===== src/rtl/dmem_arbiter.sv =====
// dmem_arbiter: fixed-priority arbiter for the shared single-port data memory, with a port-1 starvation counter.
// Define DMEM_ARB_LOCK_EN to add the lock1 input and the locked register used for atomic port-1 sequences.
module dmem_arbiter #(
    parameter int MEM_WORDS  = 256,
    parameter int WAIT_LIMIT = 4
) (
    input  logic        clk,
    input  logic        rst,
`ifdef DMEM_ARB_LOCK_EN
    input  logic        lock1,
`endif
    input  logic        req0,
    input  logic        we0,
    input  logic [31:0] addr0,
    input  logic [31:0] wdata0,
    input  logic        req1,
    input  logic        we1,
    input  logic [31:0] addr1,
    input  logic [31:0] wdata1,
    output logic        gnt0,
    output logic        gnt1,
    output logic        rvalid0,
    output logic        rvalid1,
    output logic [31:0] rdata0,
    output logic [31:0] rdata1,
    output logic        rerr0,
    output logic        rerr1,
    output logic [31:0] mem_addr,
    output logic [31:0] mem_data_in,
    output logic        mem_write_en,
    output logic        mem_read_en,
    input  logic [31:0] mem_data_out
);
    localparam logic [31:0] BYTE_LIMIT = 32'(MEM_WORDS * 4);
    localparam logic [3:0]  WAIT_MAX   = 4'(WAIT_LIMIT);

    logic [3:0]  wait_cnt_q, wait_cnt_d;
    logic        rvalid0_q, rvalid0_d, rvalid1_q, rvalid1_d;
    logic        rerr0_q, rerr0_d, rerr1_q, rerr1_d;
    logic [31:0] rdata0_q, rdata0_d, rdata1_q, rdata1_d;
    logic        locked;

`ifdef DMEM_ARB_LOCK_EN
    logic locked_q, locked_d;
    assign locked = locked_q;
`else
    assign locked = 1'b0;
`endif

    logic        starve, win0, win1, sel_we, sel_in_range;
    logic [31:0] sel_addr, sel_wdata;

    always_comb begin
        starve    = req1 && (wait_cnt_q == WAIT_MAX);
        win1      = !rst && req1 && (locked || starve || !req0);
        win0      = !rst && req0 && !locked && !win1;
        sel_addr  = 32'd0;
        sel_wdata = 32'd0;
        sel_we    = 1'b0;
        if (win0) begin
            sel_addr  = addr0;
            sel_wdata = wdata0;
            sel_we    = we0;
        end else if (win1) begin
            sel_addr  = addr1;
            sel_wdata = wdata1;
            sel_we    = we1;
        end
        // Bits [1:0] cannot change the outcome because the limit is word-aligned.
        sel_in_range = sel_addr < BYTE_LIMIT;
    end

    assign gnt0         = win0;
    assign gnt1         = win1;
    assign mem_addr     = sel_addr;
    assign mem_data_in  = sel_wdata;
    assign mem_write_en = (win0 || win1) && sel_in_range && sel_we;
    assign mem_read_en  = (win0 || win1) && sel_in_range && !sel_we;

    always_comb begin
        wait_cnt_d = wait_cnt_q;
        if (!req1 || win1 || locked) begin
            wait_cnt_d = 4'd0;
        end else if (wait_cnt_q < WAIT_MAX) begin
            wait_cnt_d = wait_cnt_q + 4'd1;
        end
`ifdef DMEM_ARB_LOCK_EN
        locked_d = win1 ? lock1 : locked_q;
`endif
    end

    always_comb begin
        rvalid0_d = win0 && (!sel_we || !sel_in_range);
        rvalid1_d = win1 && (!sel_we || !sel_in_range);
        rerr0_d   = win0 && !sel_in_range;
        rerr1_d   = win1 && !sel_in_range;
        rdata0_d  = rdata0_q;
        rdata1_d  = rdata1_q;
        if (rvalid0_d) rdata0_d = sel_in_range ? mem_data_out : 32'd0;
        if (rvalid1_d) rdata1_d = sel_in_range ? mem_data_out : 32'd0;
    end

    always_ff @(posedge clk) begin
        if (rst) begin
            wait_cnt_q <= 4'd0;
            rvalid0_q  <= 1'b0;
            rvalid1_q  <= 1'b0;
            rerr0_q    <= 1'b0;
            rerr1_q    <= 1'b0;
            rdata0_q   <= 32'd0;
            rdata1_q   <= 32'd0;
`ifdef DMEM_ARB_LOCK_EN
            locked_q   <= 1'b0;
`endif
        end else begin
            wait_cnt_q <= wait_cnt_d;
            rvalid0_q  <= rvalid0_d;
            rvalid1_q  <= rvalid1_d;
            rerr0_q    <= rerr0_d;
            rerr1_q    <= rerr1_d;
            rdata0_q   <= rdata0_d;
            rdata1_q   <= rdata1_d;
`ifdef DMEM_ARB_LOCK_EN
            locked_q   <= locked_d;
`endif
        end
    end

    assign rvalid0 = rvalid0_q;
    assign rvalid1 = rvalid1_q;
    assign rerr0   = rerr0_q;
    assign rerr1   = rerr1_q;
    assign rdata0  = rdata0_q;
    assign rdata1  = rdata1_q;
endmodule


===== config.mk =====
export PLATFORM = sky130hd
export DESIGN_NAME = dmem_arbiter
export DESIGN_NICKNAME = d
export VERILOG_FILES = /design/src/rtl/dmem_arbiter.sv
export SDC_FILE = /design/constraint.sdc
export NUM_CORES = 1
export LEC_CHECK = 0
export CORE_AREA = 3 3 117 119
export CTS_CLUSTER_SIZE = 24
export DETAILED_ROUTE_END_ITERATION = 16
export DIE_AREA = 0 0 120 122
export PLACE_DENSITY = 0.79
export SKIP_CTS_REPAIR_TIMING = 1
export SYNTH_ARGS = -nofsm -noshare
export SYNTH_HDL_FRONTEND = slang
export SYNTH_SLANG_ARGS = --single-unit

===== constraint.sdc =====
create_clock -name clk -period 4 [get_ports clk]
set_clock_uncertainty 0.15 [all_clocks]
set_input_delay 0.8 -clock clk [delete_from_list [all_inputs] [get_ports clk]]
set_output_delay 0.8 -clock clk [all_outputs]
set_load 0.01 [all_outputs]

==> results of run 1 <==
[logic make-up (layout without fill, tap and decap cells)]
kind of cell	after synthesis	in the layout
compound gates	140	140
xor+xnor	1	1
fa+ha+maj	2	2
buf+inv	50	357
flops	72	72
simple gates	125	125
[power by group through the flow]
stage	clock network, mW	logic [mW]	registers, mW
after global routing	0.988	0.488	0.733
after global placement	0	0.453	0.748
after CTS	0.951	0.461	0.732
after floorplan	0	0.136	0.752
final	0.929	0.462	0.733
after detailed placement	0	0.459	0.748
[cell type report]
class	instances	area, um^2	share of cell area (%)
clock buffer	11	243	3.24
clock inverter	5	104	1.38
timing repair buffer	334	3270	43.6
sequential	72	1440	19.2
tap	172	215	2.87
inverter	7	26.3	0.350
multi-input combinational	268	2200	29.3
[per-layer routing]
metal	up-vias	GRT usage (%)	routed length, um
li1	2151	-	-
met1	2136	26.0	6660
met2	176	38.4	8910
met3	19	6.82	1360
met4	0	6.08	273
met5	-	0	0
[synthesized netlist by cell type (all sizes together)]
master	n	area share, %
ha	2	0.65
nand4	2	0.33
inv	7	0.69
and2	1	0.16
clkbuf	30	2.9
o21ai	3	0.39
or4b	31	8.1
or4	2	0.39
o2111a	1	0.29
nand2b	64	10
o41ai	1	0.72
nor4	9	1.6
a21oi	3	0.39
o221ai	32	7.3
o21a	1	0.20
nand3	2	0.26
nand2	2	0.20
a211oi	2	0.85
a22o	96	22
nor2b	1	0.16
buf	13	2.1
dfxtp	72	38
xnor2	1	0.23
nor4b	1	0.23
nand3b	2	0.39
nor2	8	0.79
a22oi	1	0.33
[through the flow]
stage / cell area [um^2] / power (mW) / hold slack (ps) / util (%) / cells
detailed placement: 7120 / 1.21 / 314 / 56.2 / 852
finish: 7500 / 2.12 / 328 / 59.2 / 869
global placement: 7120 / 1.20 / 306 / 56.2 / 852
CTS: 7470 / 2.14 / 331 / 59.0 / 868
floorplan: 3820 / 0.889 / 298 / - / 390
global route: 7500 / 2.21 / 350 / 59.2 / 869
[worst max-delay path, cell delays in order]
cell and delay [ps]:
clkdlybuf4s50_1 500, inv_1 120, a211oi_4 270, buf_6 250, buf_4 230, a22o_1 180, clkdlybuf4s50_1 540
[path summary, 6_finish.rpt]
check	start	endpoint	slack (ps)	depth (start not counted)
worst max-delay path	req1	mem_addr[8]	150	7
worst min-delay path	rdata1[14]	rdata1[14]	330	1
worst max register to register	wait_cnt_q[0]	rdata1[21]	1410	10
worst min register to register	rdata1[14]	rdata1[14]	330	1
[flip-flops by register name (all words and copies together) (netlist names)]
register and count:
rdata0 32, rdata1 32, rerr0 1, rerr1 1, rvalid0 1, rvalid1 1
wait_cnt_q 4
==> run_results.csv, run 1 <==
group,metric,value,unit
floorplan,core,0.0127,mm^2
power_and_ir_drop,seq_power_share,34.5,%
synthesis,synth_fa_ha_area_share,0.655,%
synthesis,syn_nets,558,
synthesis,ys_ff_latch,72,
power_and_ir_drop,clkPwrFrac,43.8,%
sta,fin_crit_sh,96.2,%
global_route,grt_max_degree,66,
clock_network,cts_tree,"yes",
clock_network,clockBufferDepth,2,
clock_network,cts_num_sinks,72,
clock_network,clk_pin_slew,60,ps
floorplan,rows,41,
detailed_routing,vias,4482,
detailed_routing,wl_per_cell,19.8,um
run,cap_violations,0,
synthesis,synth_xor_area_share,0.229,%
detailed_routing,routed_wl,17200,um
sta,slew_headroom,65.1,%
cells_and_area,diodes,0,
synthesis,synthMuxAreaShare,0,%
synthesis,syn_area,0.00382,mm^2
floorplan,start_util,30.1,%
critical_path,setup.worst_path.end_class,"output pin",
power_and_ir_drop,p_int,1.65,mW
sta,tightest_slew,523,ps
clock_network,cts-root-buf,"clkbuf_16",
placed_design,portBuffers,301,
synthesis,synthSimpleGateAreaFrac,23.2,%
detailed_routing,dr.pass1.iters,4,
power_and_ir_drop,p_sw,477,uW
cells_and_area,final_cell_mix,"clkdlybuf4s50_1 (298), a22o_1 (96), dfxtp_1 (72), nand2b_1 (64)",
global_route,grt_pass1_vias,4424,
critical_path,path_max_fanout,21,
detailed_routing,vias_per_cell,5.16,
sta,fin_setup_tns,0,ps
global_route,grt_antenna_before_repair,0,
power_and_ir_drop,swShare,22.5,%
power_and_ir_drop,powerDensity,283,mW/mm^2
run_status,outcome,"finished, final reports clean",
critical_path,cp.arrival,2900,ps
critical_path,startpoint_type,"primary input",
synthesis,yosysUniqueCellTypes,32,
placed_design,dp.final_hpwl,13500,um
sta,maxSlewViolCount,0,
clock_network,numCtsBuffers,9,
global_route,grt-ovfl-total,0,
synthesis,syn_avg_cell_area,9.79,um^2
floorplan,die_height,122,um
cells_and_area,final_common_cell,"clkdlybuf4s50_1",
synthesis,yosys_warnings,0,
cells_and_area,area_growth,96.4,%
global_route,grt_pass1_wl,25300,um
cells_and_area,drive_gt1_share,13.3,%
detailed_routing,drtAntennaViolNets,0,
synthesis,synth_top_family_by_area,"compound AO/OA/AOI/OAI gates",
sta,hold_viol,0,
power_and_ir_drop,ir_drop,0.000232,V
synthesis,ys_seq_area_share,37.7,%
sta,clock.fmax,260,MHz
detailed_routing,drt_iter0_markers,174,
power_and_ir_drop,p_comb_share,21.7,%
floorplan,dieWidth,120,um
hold_path,hold_path_class,"reg -> reg",
power_and_ir_drop,power_leakage,2.67,nW
synthesis,synth_compound_area_share,32.5,%
floorplan,io_pins,302,
global_route,track_usage,21.9,%
critical_path,path_class,"in -> out",
floorplan,dieArea,0.0146,mm^2
cells_and_area,final_nets,860,
sta,rsz0062_at_grt,"false",
placed_design,gp_congestion,0.856,
placed_design,pre_cts_ws,-425,ps
clock_network,h-tree-depth,3,
cells_and_area,fillerInstances,1061,
clock_network,clk-insertion-delay-late,320,ps
synthesis,syn_inst,390,
detailed_routing,remaining_drc_errors,0,
sta,timing.final.ws_setup,153,ps
sta,setup_viol,0,
sta,period_needed,3850,ps
critical_path,required,3050,ps
Power figures use the tool's default switching activity.
==> run 2: changes to the inputs <==
- CAP_MARGIN: default -> 10
==> results of run 2 <==
No change in the layout: final DEF, timing and power equal those of run 1.
